$ cat src/rtl/keycode_joypad.sv
`default_nettype none
// +---------------------------------------------------------------------------+
// | Module   : keycode_joypad                                                 |
// | Purpose  : NES $4016/$4017 joypad built from two USB HID keycode slots.   |
// |            Define JOYPAD_P2_EN to build the player-2 pad on $4017.        |
// | Revision : 1.0  initial release                                           |
// +---------------------------------------------------------------------------+
module keycode_joypad #(
   parameter logic [7:0] OPEN_BUS_HI = 8'h40
) (
   input  logic       Clk,
   input  logic       Reset,
   input  logic [7:0] keycode0,
   input  logic [7:0] keycode1,
   input  logic       cs_n,
   input  logic       addr,
   input  logic       rw,
   input  logic [7:0] data_in,
   output logic [7:0] data_out,
   output logic       data_oe,
   output logic [7:0] buttons
);

   localparam logic [6:0] c_OPEN_HI = OPEN_BUS_HI[7:1];

   // Button order: A, B, Select, Start, Up, Down, Left, Right (bit 0..7)
   function automatic logic [7:0] map_p1(input logic [7:0] code);
      logic [7:0] btn;
      btn = 8'h00;
      case (code)
         8'h0E:   btn = 8'h01;
         8'h0D:   btn = 8'h02;
         8'h2C:   btn = 8'h04;
         8'h28:   btn = 8'h08;
         8'h1A:   btn = 8'h10;
         8'h16:   btn = 8'h20;
         8'h04:   btn = 8'h40;
         8'h07:   btn = 8'h80;
         default: btn = 8'h00;
      endcase
      return btn;
   endfunction

   logic       r_strobe;
   logic [7:0] r_live1;
   logic [7:0] r_shift1;
   logic       w_rd;
   logic       w_rd0;
   logic       w_rd1;
   logic       w_wr0;
   logic       w_bit0;
   logic       w_bit1;
   logic       w_unused;

   assign w_rd     = ~cs_n & rw;
   assign w_rd0    = w_rd & ~addr;
   assign w_rd1    = w_rd & addr;
   assign w_wr0    = ~cs_n & ~rw & ~addr;
   assign w_unused = &{1'b0, data_in[7:1]};

   always_ff @(posedge Clk) begin
      if (Reset) begin
         r_strobe <= 1'b0;
         r_live1  <= 8'h00;
         r_shift1 <= 8'h00;
      end else begin
         r_live1 <= map_p1(keycode0) | map_p1(keycode1);
         if (w_wr0)
            r_strobe <= data_in[0];
         // Shift fills with 1s so reads past the 8th button return 1
         if (r_strobe)
            r_shift1 <= r_live1;
         else if (w_rd0)
            r_shift1 <= {1'b1, r_shift1[7:1]};
      end
   end

   assign w_bit0 = r_strobe ? r_live1[0] : r_shift1[0];

`ifdef JOYPAD_P2_EN
   function automatic logic [7:0] map_p2(input logic [7:0] code);
      logic [7:0] btn;
      btn = 8'h00;
      case (code)
         8'h37:   btn = 8'h01;
         8'h36:   btn = 8'h02;
         8'h2F:   btn = 8'h04;
         8'h30:   btn = 8'h08;
         8'h52:   btn = 8'h10;
         8'h51:   btn = 8'h20;
         8'h50:   btn = 8'h40;
         8'h4F:   btn = 8'h80;
         default: btn = 8'h00;
      endcase
      return btn;
   endfunction

   logic [7:0] r_live2;
   logic [7:0] r_shift2;

   always_ff @(posedge Clk) begin
      if (Reset) begin
         r_live2  <= 8'h00;
         r_shift2 <= 8'h00;
      end else begin
         r_live2 <= map_p2(keycode0) | map_p2(keycode1);
         if (r_strobe)
            r_shift2 <= r_live2;
         else if (w_rd1)
            r_shift2 <= {1'b1, r_shift2[7:1]};
      end
   end

   assign w_bit1 = r_strobe ? r_live2[0] : r_shift2[0];
`else
   assign w_bit1 = 1'b0 & w_rd1;
`endif

   assign data_oe  = w_rd;
   assign data_out = w_rd ? {c_OPEN_HI, (addr ? w_bit1 : w_bit0)} : 8'h00;
   assign buttons  = r_live1;

endmodule
`default_nettype wire

$ cat config.mk
export PLATFORM = sky130hd
export DESIGN_NAME = keycode_joypad
export DESIGN_NICKNAME = d
export VERILOG_FILES = /design/src/rtl/keycode_joypad.sv
export SDC_FILE = /design/constraint.sdc
export NUM_CORES = 1
export LEC_CHECK = 0
export CAP_MARGIN = 20
export CELL_PAD_IN_SITES_DETAIL_PLACEMENT = 0
export CELL_PAD_IN_SITES_GLOBAL_PLACEMENT = 1
export CORE_MARGIN = 2
export CORE_UTILIZATION = 25
export CTS_CLUSTER_DIAMETER = 100
export DETAILED_ROUTE_END_ITERATION = 8
export GPL_ROUTABILITY_DRIVEN = 0
export GPL_TIMING_DRIVEN = 0
export PLACE_DENSITY = 0.76
export SKIP_LAST_GASP = 1
export SYNTH_ARGS = -nofsm -noshare
export SYNTH_HDL_FRONTEND = slang
export SYNTH_SLANG_ARGS = --single-unit
$ cat constraint.sdc
create_clock -name Clk -period 1.6 [get_ports Clk]
set_clock_uncertainty 0.1 [all_clocks]
set_input_delay 0.48 -clock Clk [delete_from_list [all_inputs] [get_ports Clk]]
set_output_delay 0.48 -clock Clk [all_outputs]
set_load 0.02 [all_outputs]
==> flow_metrics.py, run 1 <==
metrics = {
    "global_routing": {
        "busiest_layer": "met2",
        "grt_usage": 0.1198,
        "grtUsageMet1": 0.1345,
        "overflow": 0,
        "grt_pass1_vias": 989,
        "met2_usage": 0.2200,
        "grt_max_degree": 11,
        "grt_util_met3": 0.02534,
        "antenna_found_initial": 0,
        "grt_pass1_wl_mm": 4.146,
    },
    "routing": {
        "drt-pass1-iter-count": 4,
        "drc": 0,
        "drt-total-wl_mm": 2.547,
        "ant_nets": 0,
        "vias": 988,
        "drt-wirelength-per-cell_um": 12.55,
        "drt_iter0_drc": 19,
        "vias_per_cell": 4.867,
    },
    "finish": {
        "final_area_um2": 1535,
        "final_cell_mix": "dfxtp_1 (17), nand2_1 (13), buf_4 (11), clkdlybuf4s50_1 (11), dlygate4sd2_1 (11)",
        "diodes": 0,
        "layout_commonest_cell": "dfxtp_1",
        "nNetsFinal": 185,
        "fin_cells": 203,
        "drive_gt1_frac": 0.3032,
        "seq_area_um2": 340.3,
        "multiInputGateArea_um2": 608.1,
        "areaGrowthSynthToFinish_pct": 56.91,
        "fillers": 380,
    },
    "clock_network": {
        "cts_inserted_buffers": 3,
        "insertion_delay_ps": 250,
        "clkTransAtPathRegs_ps": 70,
        "clock_path_buffers": 2,
        "cts_hold_buf": 0,
        "htreeDepth": 1,
        "cts_root_buf": "clkbuf_8",
        "clock-sinks": 17,
        "cts_tree": "built",
    },
    "floorplanning": {
        "die_h_um": 66.56,
        "start_util": 0.2633,
        "dieArea_um2": 4430,
        "die_w_um": 66.56,
        "io_pins": 46,
        "rows": 22,
        "core-area_um2": 3716,
    },
    "logic_synthesis": {
        "synthesis.area_um2": 978.4,
        "ys_ff_latch": 17,
        "synth.distinct_cells": 30,
        "yosysSeqAreaShare": 0.3478,
        "synth-warning-count": 0,
        "syn_inst": 111,
        "syn_avg_cell_area_um2": 8.815,
    },
    "timing": {
        "slew_violations": 0,
        "post-route-min-period_ps": 1788,
        "hold_violations": 0,
        "max_freq_mhz": 559.2,
        "hold_ws_ps": 370.7,
        "setup_viol": 3,
        "min_period_over_period": 1.118,
        "grt_setup_unrepaired": "true",
        "worst_slack_ps": -188.3,
    },
    "power_and_ir_drop": {
        "p_int_uw": 712.0,
        "switchingPower_uw": 255.9,
        "power_switching_share": 0.2644,
        "p_leak_uw": 0.0005892,
        "vdd_ir_drop_max_mv": 0.2355,
        "pwr-share-comb": 0.216,
        "sequentialPowerShare": 0.455,
        "clkPwrFrac": 0.329,
        "p_per_area_nw_per_um2": 630.5,
    },
    "status": {
        "violations": "setup timing",
        "status": "finished with violations",
    },
    "placed_design": {
        "dp_cells": 195,
        "placed_cell_area_um2": 1375,
        "post-dp-hpwl_mm": 1.950,
        "io_buffers": 31,
        "dp_slack_ps": -1160,
    },
    "worst_setup_path": {
        "critPathTopFamily": "simple AND/OR/NAND/NOR gates",
        "critPathSlowestCell": "or3b_4",
        "worstPathRequired_ps": 1020,
        "critPathMaxFanout": 2,
        "critical_path_buf_inv_count": 2,
        "critical_path.max_stage_delay_ps": 410,
        "critPathCaptureType": "primary output",
        "cp.arrival_ps": 1210,
        "cp-start-kind": "input port",
        "critical_path_class": "in -> out",
        "cp_cell_sequence": "buf_8, or3b_4, nor2_4, buf_6",
    },
    "run": {
        "drv_cap": 0,
    },
    "worst_hold_path": {
        "hold_path_class": "reg -> reg",
    },
}
cells by family after synthesis:
logic type,Yosys count,synth area share
other,1,0.003833
DFF,17,0.3478
buffers and inverters,22,0.1228
muxes,2,0.02046
and+or+nand+nor,46,0.2634
AOI/OAI and AO/OA,23,0.2417
metal layers:
layer,share of wire,up-vias
met2,0.51,46
met5,0,-
met3,0.070,5
met1,0.41,458
met4,0.011,0
li1,-,479
state kept, by name, indices dropped and copies added, names as in the netlist:
name,flops
buttons,8
r_strobe,1
r_shift1,8
power by group through the flow:
stage / sequential (uW) / combinational, uW / clock (uW)
after global routing: 442 / 226 / 338
after floorplan: 449 / 102 / 0
final: 440 / 209 / 318
after CTS: 440 / 193 / 318
after detailed placement: 449 / 190 / 0
after global placement: 449 / 186 / 0
metrics by stage:
stage,power [uW],setup TNS (ps),util
after floorplan,550.9,-117.9,-
after global placement,634.2,-7769,0.3700
after detailed placement,638.9,-8502,0.3700
after CTS,950.8,-340.4,0.3926
after global routing,1006,-458.5,0.4131
final,967.9,-333.2,0.4131
final cells by class:
cell class,count,share of cell area
Clock buffer,3,0.02689
Multi-Input combinational cell,77,0.3961
Tap cell,48,0.03912
Timing Repair Buffer,36,0.2258
Sequential cell,17,0.2217
Clock inverter,1,0.003260
Buffer,11,0.06275
Inverter,10,0.02445
timing repair:
item | in CTS | in global routing
resized for setup | 49 | 17
endpoints found under the setup margin | 24 | 7
pin swaps | 6 | 2
setup buffers | 3 | 2
Yosys cell counts:
| cell type | instances | area, um^2 |
|---|---|---|
| buf_4 | 7 | 52.55 |
| nand3_1 | 4 | 20.02 |
| nor4_2 | 1 | 12.51 |
| a221oi_4 | 1 | 26.28 |
| mux2i_1 | 2 | 20.02 |
| nand3b_1 | 2 | 15.01 |
| dfxtp_1 | 17 | 340.3 |
| or3b_2 | 1 | 8.760 |
| nor3_1 | 1 | 5.000 |
| nand2_1 | 13 | 48.80 |
| a21oi_1 | 7 | 35.03 |
| a221oi_2 | 7 | 105.1 |
| nand4_1 | 4 | 25.02 |
| o32ai_1 | 6 | 52.55 |
| nor2_1 | 10 | 37.54 |
| o41ai_1 | 2 | 17.52 |
| conb_1 | 1 | 3.750 |
| inv_1 | 10 | 37.54 |
| nand4b_1 | 1 | 8.760 |
| buf_6 | 1 | 11.26 |
| nor4_1 | 1 | 6.260 |
| and2b_2 | 1 | 8.760 |
| buf_2 | 3 | 15.01 |
| nand2b_1 | 2 | 12.51 |
| nor2b_1 | 1 | 6.260 |
| nor4b_2 | 1 | 15.01 |
| and2_1 | 1 | 6.260 |
| clkbuf_1 | 1 | 3.750 |
| nor3b_2 | 1 | 12.51 |
| or3b_1 | 1 | 8.760 |
worst register-to-register path, stage by stage (launching register included):
cell and delay [ps]:
dfxtp_1 310, buf_6 130, buf_12 120, buf_4 180, a221oi_2 260
path summary, 6_finish.rpt:
check                            startpoint           to  slack (ps)  cells past startpoint
worst min-delay path            r_shift1[5]  r_shift1[5]         370                      2
worst min register to register  r_shift1[5]  r_shift1[5]         370                      2
worst max register to register     r_strobe  r_shift1[2]         420                      4
worst max-delay path                   cs_n  data_out[0]        -190                      4
Power figures use the tool's default switching activity.
==> inputs of run 2 (changes only) <==
--- a/config.mk
+++ b/config.mk
@@ -8,9 +8,9 @@
 export CAP_MARGIN = 20
 export CELL_PAD_IN_SITES_DETAIL_PLACEMENT = 0
 export CELL_PAD_IN_SITES_GLOBAL_PLACEMENT = 1
-export CORE_MARGIN = 2
 export CORE_UTILIZATION = 25
 export CTS_CLUSTER_DIAMETER = 100
+export CTS_CLUSTER_SIZE = 14
 export DETAILED_ROUTE_END_ITERATION = 8
 export GPL_ROUTABILITY_DRIVEN = 0
 export GPL_TIMING_DRIVEN = 0
==> flow_metrics.py, run 2 (synthesis results as in run 1) <==
metrics = {
    "clock_network": {
        "cts_inserted_buffers": 3,
        "htreeDepth": 1,
        "insertion_delay_ps": 250,
        "clock-sinks": 17,
        "clock_path_buffers": 2,
        "cts_hold_buf": 0,
        "cts_tree": "built",
        "clkTransAtPathRegs_ps": 60,
        "cts_root_buf": "clkbuf_8",
    },
    "routing": {
        "drc": 0,
        "ant_nets": 0,
        "drt-total-wl_mm": 2.611,
        "drt_iter0_drc": 33,
        "vias": 1002,
        "drt-wirelength-per-cell_um": 12.93,
        "vias_per_cell": 4.960,
        "drt-pass1-iter-count": 4,
    },
    "placed_design": {
        "io_buffers": 31,
        "dp_slack_ps": -1168,
        "placed_cell_area_um2": 1375,
        "post-dp-hpwl_mm": 1.868,
    },
    "worst_setup_path": {
        "critPathCaptureType": "primary output",
        "r2r_slack_ps": 420,
        "critical_path_class": "in -> out",
        "cp-start-kind": "input port",
        "critPathSlowestCell": "or3b_4",
        "critical_path.max_stage_delay_ps": 410,
        "endpoint": "data_out[0]",
        "crit_top_cell": "buf_6",
        "cp.arrival_ps": 1180,
        "cp_cell_sequence": "buf_6, or3b_4, nor2_4, buf_6",
        "reg2reg_depth": 5,
        "critPathMaxFanout": 2,
        "rr_startpoint": "r_strobe",
        "worstPathRequired_ps": 1020,
        "r2r_end": "r_shift1[7]",
        "cp-startpoint": "addr",
    },
    "finish": {
        "drive_gt1_frac": 0.3117,
        "diodes": 0,
        "areaGrowthSynthToFinish_pct": 56.91,
        "nNetsFinal": 184,
        "layout_commonest_cell": "dfxtp_1",
        "final_cell_mix": "dfxtp_1 (16), nand2_1 (13), buf_4 (12), inv_1 (10), clkdlybuf4s50_1 (10)",
        "fillers": 377,
        "final_area_um2": 1535,
        "final_util": 0.4131,
    },
    "power_and_ir_drop": {
        "p_leak_uw": 0.0006065,
        "p_per_area_nw_per_um2": 632.0,
        "p_int_uw": 714.5,
        "power_switching_share": 0.2635,
        "pwr-share-comb": 0.219,
        "vdd_ir_drop_max_mv": 0.2522,
        "switchingPower_uw": 255.7,
        "clkPwrFrac": 0.327,
        "sequentialPowerShare": 0.454,
    },
    "global_routing": {
        "grt_max_degree": 11,
        "grt_pass1_wl_mm": 4.498,
        "grt_usage": 0.1374,
        "overflow": 0,
        "antenna_found_initial": 0,
        "grt_pass1_vias": 1037,
    },
    "status": {
        "status": "finished with violations",
        "violations": "setup timing",
    },
    "timing": {
        "hold_violations": 0,
        "min_period_over_period": 1.102,
        "grt_setup_unrepaired": "true",
        "setup_viol": 1,
        "worst_slack_ps": -163.4,
        "slew_violations": 0,
        "max_freq_mhz": 567.1,
        "post-route-min-period_ps": 1763,
    },
    "worst_hold_path": {
        "hold_path_class": "reg -> reg",
    },
    "run": {
        "drv_cap": 0,
    },
    "floorplanning": {
        "rows": 22,
        "core-area_um2": 3716,
        "die_h_um": 64.56,
        "start_util": 0.2633,
        "dieArea_um2": 4168,
        "die_w_um": 64.56,
        "io_pins": 46,
    },
}
[run 2: routing by layer]
metal  vias up  wire (um)  GRT usage
met1       478       1028     0.1498
met4         0         39    0.05833
li1        473          -          -
met3         4        182    0.02289
met2        47       1361     0.2579
met5         -          0          0
[run 2: area by class of cell]
class / instances / area (um^2) / area share
Buffer: 9 / 65.06 / 0.04238
Sequential cell: 17 / 341.6 / 0.2225
Timing Repair Buffer: 37 / 356.6 / 0.2323
Inverter: 10 / 37.54 / 0.02445
Clock buffer: 4 / 45.04 / 0.02934
Multi-Input combinational cell: 77 / 629.4 / 0.4099
Tap cell: 48 / 60.06 / 0.03912
[run 2: per-stage QoR]
stage	power, uW	setup TNS, ps	hold WS [ps]	cells
3_3_place_gp	634.2	-7808	356.4	195
5_1_grt	1020	-208.0	390.3	202
3_5_place_dp	638.7	-8222	366.6	195
4_1_cts	969.5	-297.1	375.5	202
6_report	970.2	-163.4	373.0	202
2_1_floorplan	550.9	-117.9	348.4	116
[run 2: worst max-delay path: cells and delay by family]
family                 cells  cell delay [ps]
buffers and inverters      2              200
and+or+nand+nor            2              500
[run 2: worst min path at each step]
| stage | from | to | depth (start not counted) |
|---|---|---|---|
| 2_1_floorplan | r_shift1[0] | r_shift1[0] | 2 |
| 3_3_place_gp | r_shift1[4] | r_shift1[4] | 2 |
| 3_5_place_dp | r_shift1[5] | r_shift1[5] | 2 |
| 4_1_cts | r_shift1[5] | r_shift1[5] | 2 |
| 5_1_grt | r_shift1[5] | r_shift1[5] | 2 |
| 6_report | r_shift1[5] | r_shift1[5] | 2 |
[run 2: power groups by stage]
stage	clock network, uW	registers (uW)	logic [uW]
2_1_floorplan	0	449	102
3_3_place_gp	0	449	186
3_5_place_dp	0	449	190
4_1_cts	327	440	202
5_1_grt	349	442	229
6_report	318	440	212
[run 2: repair_timing]
action,4_1_cts,5_1_grt
buffers inserted,3,3
endpoints found under the setup margin,24,10
resized for setup,53,18
pin swaps,4,6
==> inputs of run 3 (changes only) <==
--- a/config.mk
+++ b/config.mk
@@ -8,6 +8,7 @@
 export CAP_MARGIN = 20
 export CELL_PAD_IN_SITES_DETAIL_PLACEMENT = 0
 export CELL_PAD_IN_SITES_GLOBAL_PLACEMENT = 1
+export CORE_ASPECT_RATIO = 0.75
 export CORE_UTILIZATION = 25
 export CTS_CLUSTER_DIAMETER = 100
 export CTS_CLUSTER_SIZE = 14
==> flow_metrics.py, run 3 (synthesis results as in run 1) <==
metrics = {
    "timing": {
        "setup_viol": 3,
        "grt_setup_unrepaired": "true",
        "hold_violations": 0,
        "worst_slack_ps": -198.6,
        "post-route-min-period_ps": 1799,
        "max_freq_mhz": 556.0,
        "hold_ws_ps": 371.4,
        "slew_violations": 0,
        "min_period_over_period": 1.124,
    },
    "worst_setup_path": {
        "r2r_slack_ps": 430,
        "cp.arrival_ps": 1220,
        "critPathTopFamily": "simple AND/OR/NAND/NOR gates",
        "cp_cell_sequence": "buf_8, or3b_4, nor2_4, buf_6",
        "critPathMaxFanout": 3,
        "critPathCaptureType": "primary output",
        "critPathSlowestCell": "or3b_4",
        "r2r_end": "r_shift1[7]",
        "critical_path_buf_inv_count": 2,
        "cp-start-kind": "input port",
        "critical_path.max_stage_delay_ps": 420,
        "reg2reg_depth": 5,
        "rr_startpoint": "r_strobe",
        "worstPathRequired_ps": 1020,
        "critical_path_class": "in -> out",
    },
    "clock_network": {
        "clock_path_buffers": 2,
        "cts_hold_buf": 0,
        "cts_inserted_buffers": 3,
        "clkTransAtPathRegs_ps": 60,
        "cts_root_buf": "clkbuf_8",
        "htreeDepth": 1,
        "clock-sinks": 17,
        "cts_tree": "built",
        "insertion_delay_ps": 250,
    },
    "finish": {
        "areaGrowthSynthToFinish_pct": 56.39,
        "multiInputGateArea_um2": 593.1,
        "final_area_um2": 1530,
        "fillers": 376,
        "nNetsFinal": 188,
        "diodes": 0,
        "layout_commonest_cell": "dfxtp_1",
        "final_cell_mix": "dfxtp_1 (16), buf_4 (15), nand2_1 (13), clkdlybuf4s50_1 (12)",
        "drive_gt1_frac": 0.3165,
        "seq_area_um2": 341.6,
    },
    "routing": {
        "drt-wirelength-per-cell_um": 11.95,
        "drc": 0,
        "drt_iter0_drc": 47,
        "vias_per_cell": 4.714,
        "ant_nets": 0,
        "drt-total-wl_mm": 2.510,
        "vias": 990,
        "drt-pass1-iter-count": 4,
    },
    "power_and_ir_drop": {
        "vdd_ir_drop_max_mv": 0.3070,
        "p_per_area_nw_per_um2": 632.9,
        "p_leak_uw": 0.0005815,
        "power_uw": 968.5,
    },
    "worst_hold_path": {
        "hold_path_depth": 2,
        "hold_end": "r_shift1[5]",
        "hold_path_class": "reg -> reg",
        "hp-start": "r_shift1[5]",
    },
    "global_routing": {
        "grt_usage": 0.1276,
        "antenna_found_initial": 0,
        "grt_max_degree": 11,
        "grt_pass1_vias": 900,
        "overflow": 0,
        "grt_pass1_wl_mm": 4.077,
    },
    "floorplanning": {
        "dieArea_um2": 4171,
        "die_h_um": 56.18,
        "core-area_um2": 3709,
        "io_pins": 46,
        "rows": 19,
        "start_util": 0.2638,
        "die_w_um": 74.24,
    },
    "placed_design": {
        "placed_cell_area_um2": 1380,
        "post-dp-hpwl_mm": 1.894,
        "dp_slack_ps": -1193,
        "io_buffers": 31,
    },
    "status": {
        "violations": "setup timing",
        "status": "finished with violations",
    },
    "run": {
        "drv_cap": 0,
    },
}
[run 3: what timing repair did]
| action | 4_1_cts | 5_1_grt |
|---|---|---|
| buffers inserted | 3 | 6 |
| pin swaps | 5 | 3 |
| setup endpoints to repair | 25 | 8 |
| gates resized for setup | 55 | 12 |
[run 3: worst max path at each step]
stage          from           to  slack (ps)  cells past startpoint
2_1_floorplan  cs_n  data_out[0]        -120                      3
3_3_place_gp     rw  data_out[0]       -1140                      5
3_5_place_dp     rw  data_out[0]       -1190                      5
4_1_cts        addr  data_out[0]        -250                      4
5_1_grt        cs_n  data_out[0]        -210                      4
6_report       cs_n  data_out[0]        -200                      4
[run 3: area by class of cell]
class,count,share of cell area
clock inverter,1,0.003271
multi-input combinational,77,0.3876
clock buffer,3,0.02698
tap,52,0.04252
timing repair buffer,40,0.2420
inverter,10,0.02453
sequential,17,0.2232
buffer,10,0.04988
[run 3: stage by stage]
step | util | TNS [ps] | instances
finish | 0.4126 | -331.2 | 210
global route | 0.4126 | -384.5 | 210
floorplan | - | -117.9 | 116
global placement | 0.3721 | -7887 | 199
detailed placement | 0.3721 | -8319 | 199
CTS | 0.3961 | -249.2 | 205
[run 3: routing by layer]
layer	track usage	vias to the layer above	routed length [um]
met2	0.2182	42	1213
li1	-	482	-
met3	0.03623	6	174
met1	0.1522	460	1084
met4	0.04043	0	38
met5	0	-	0
[run 3: worst register-to-register path: cells and delay by family, from the launching register on]
family,cells,cell delay (ps)
flip-flops,1,320
buffers and inverters,3,380
AND/OR/NAND/NOR,1,170
AO/OA/AOI/OAI,1,80
[run 3: power breakdown]
part           switching, uW  leakage [uW]  internal, uW  total, uW
registers               5.91      0.000138           435        440
logic                    105      0.000418           108        212
clock network            143     0.0000255           173        316
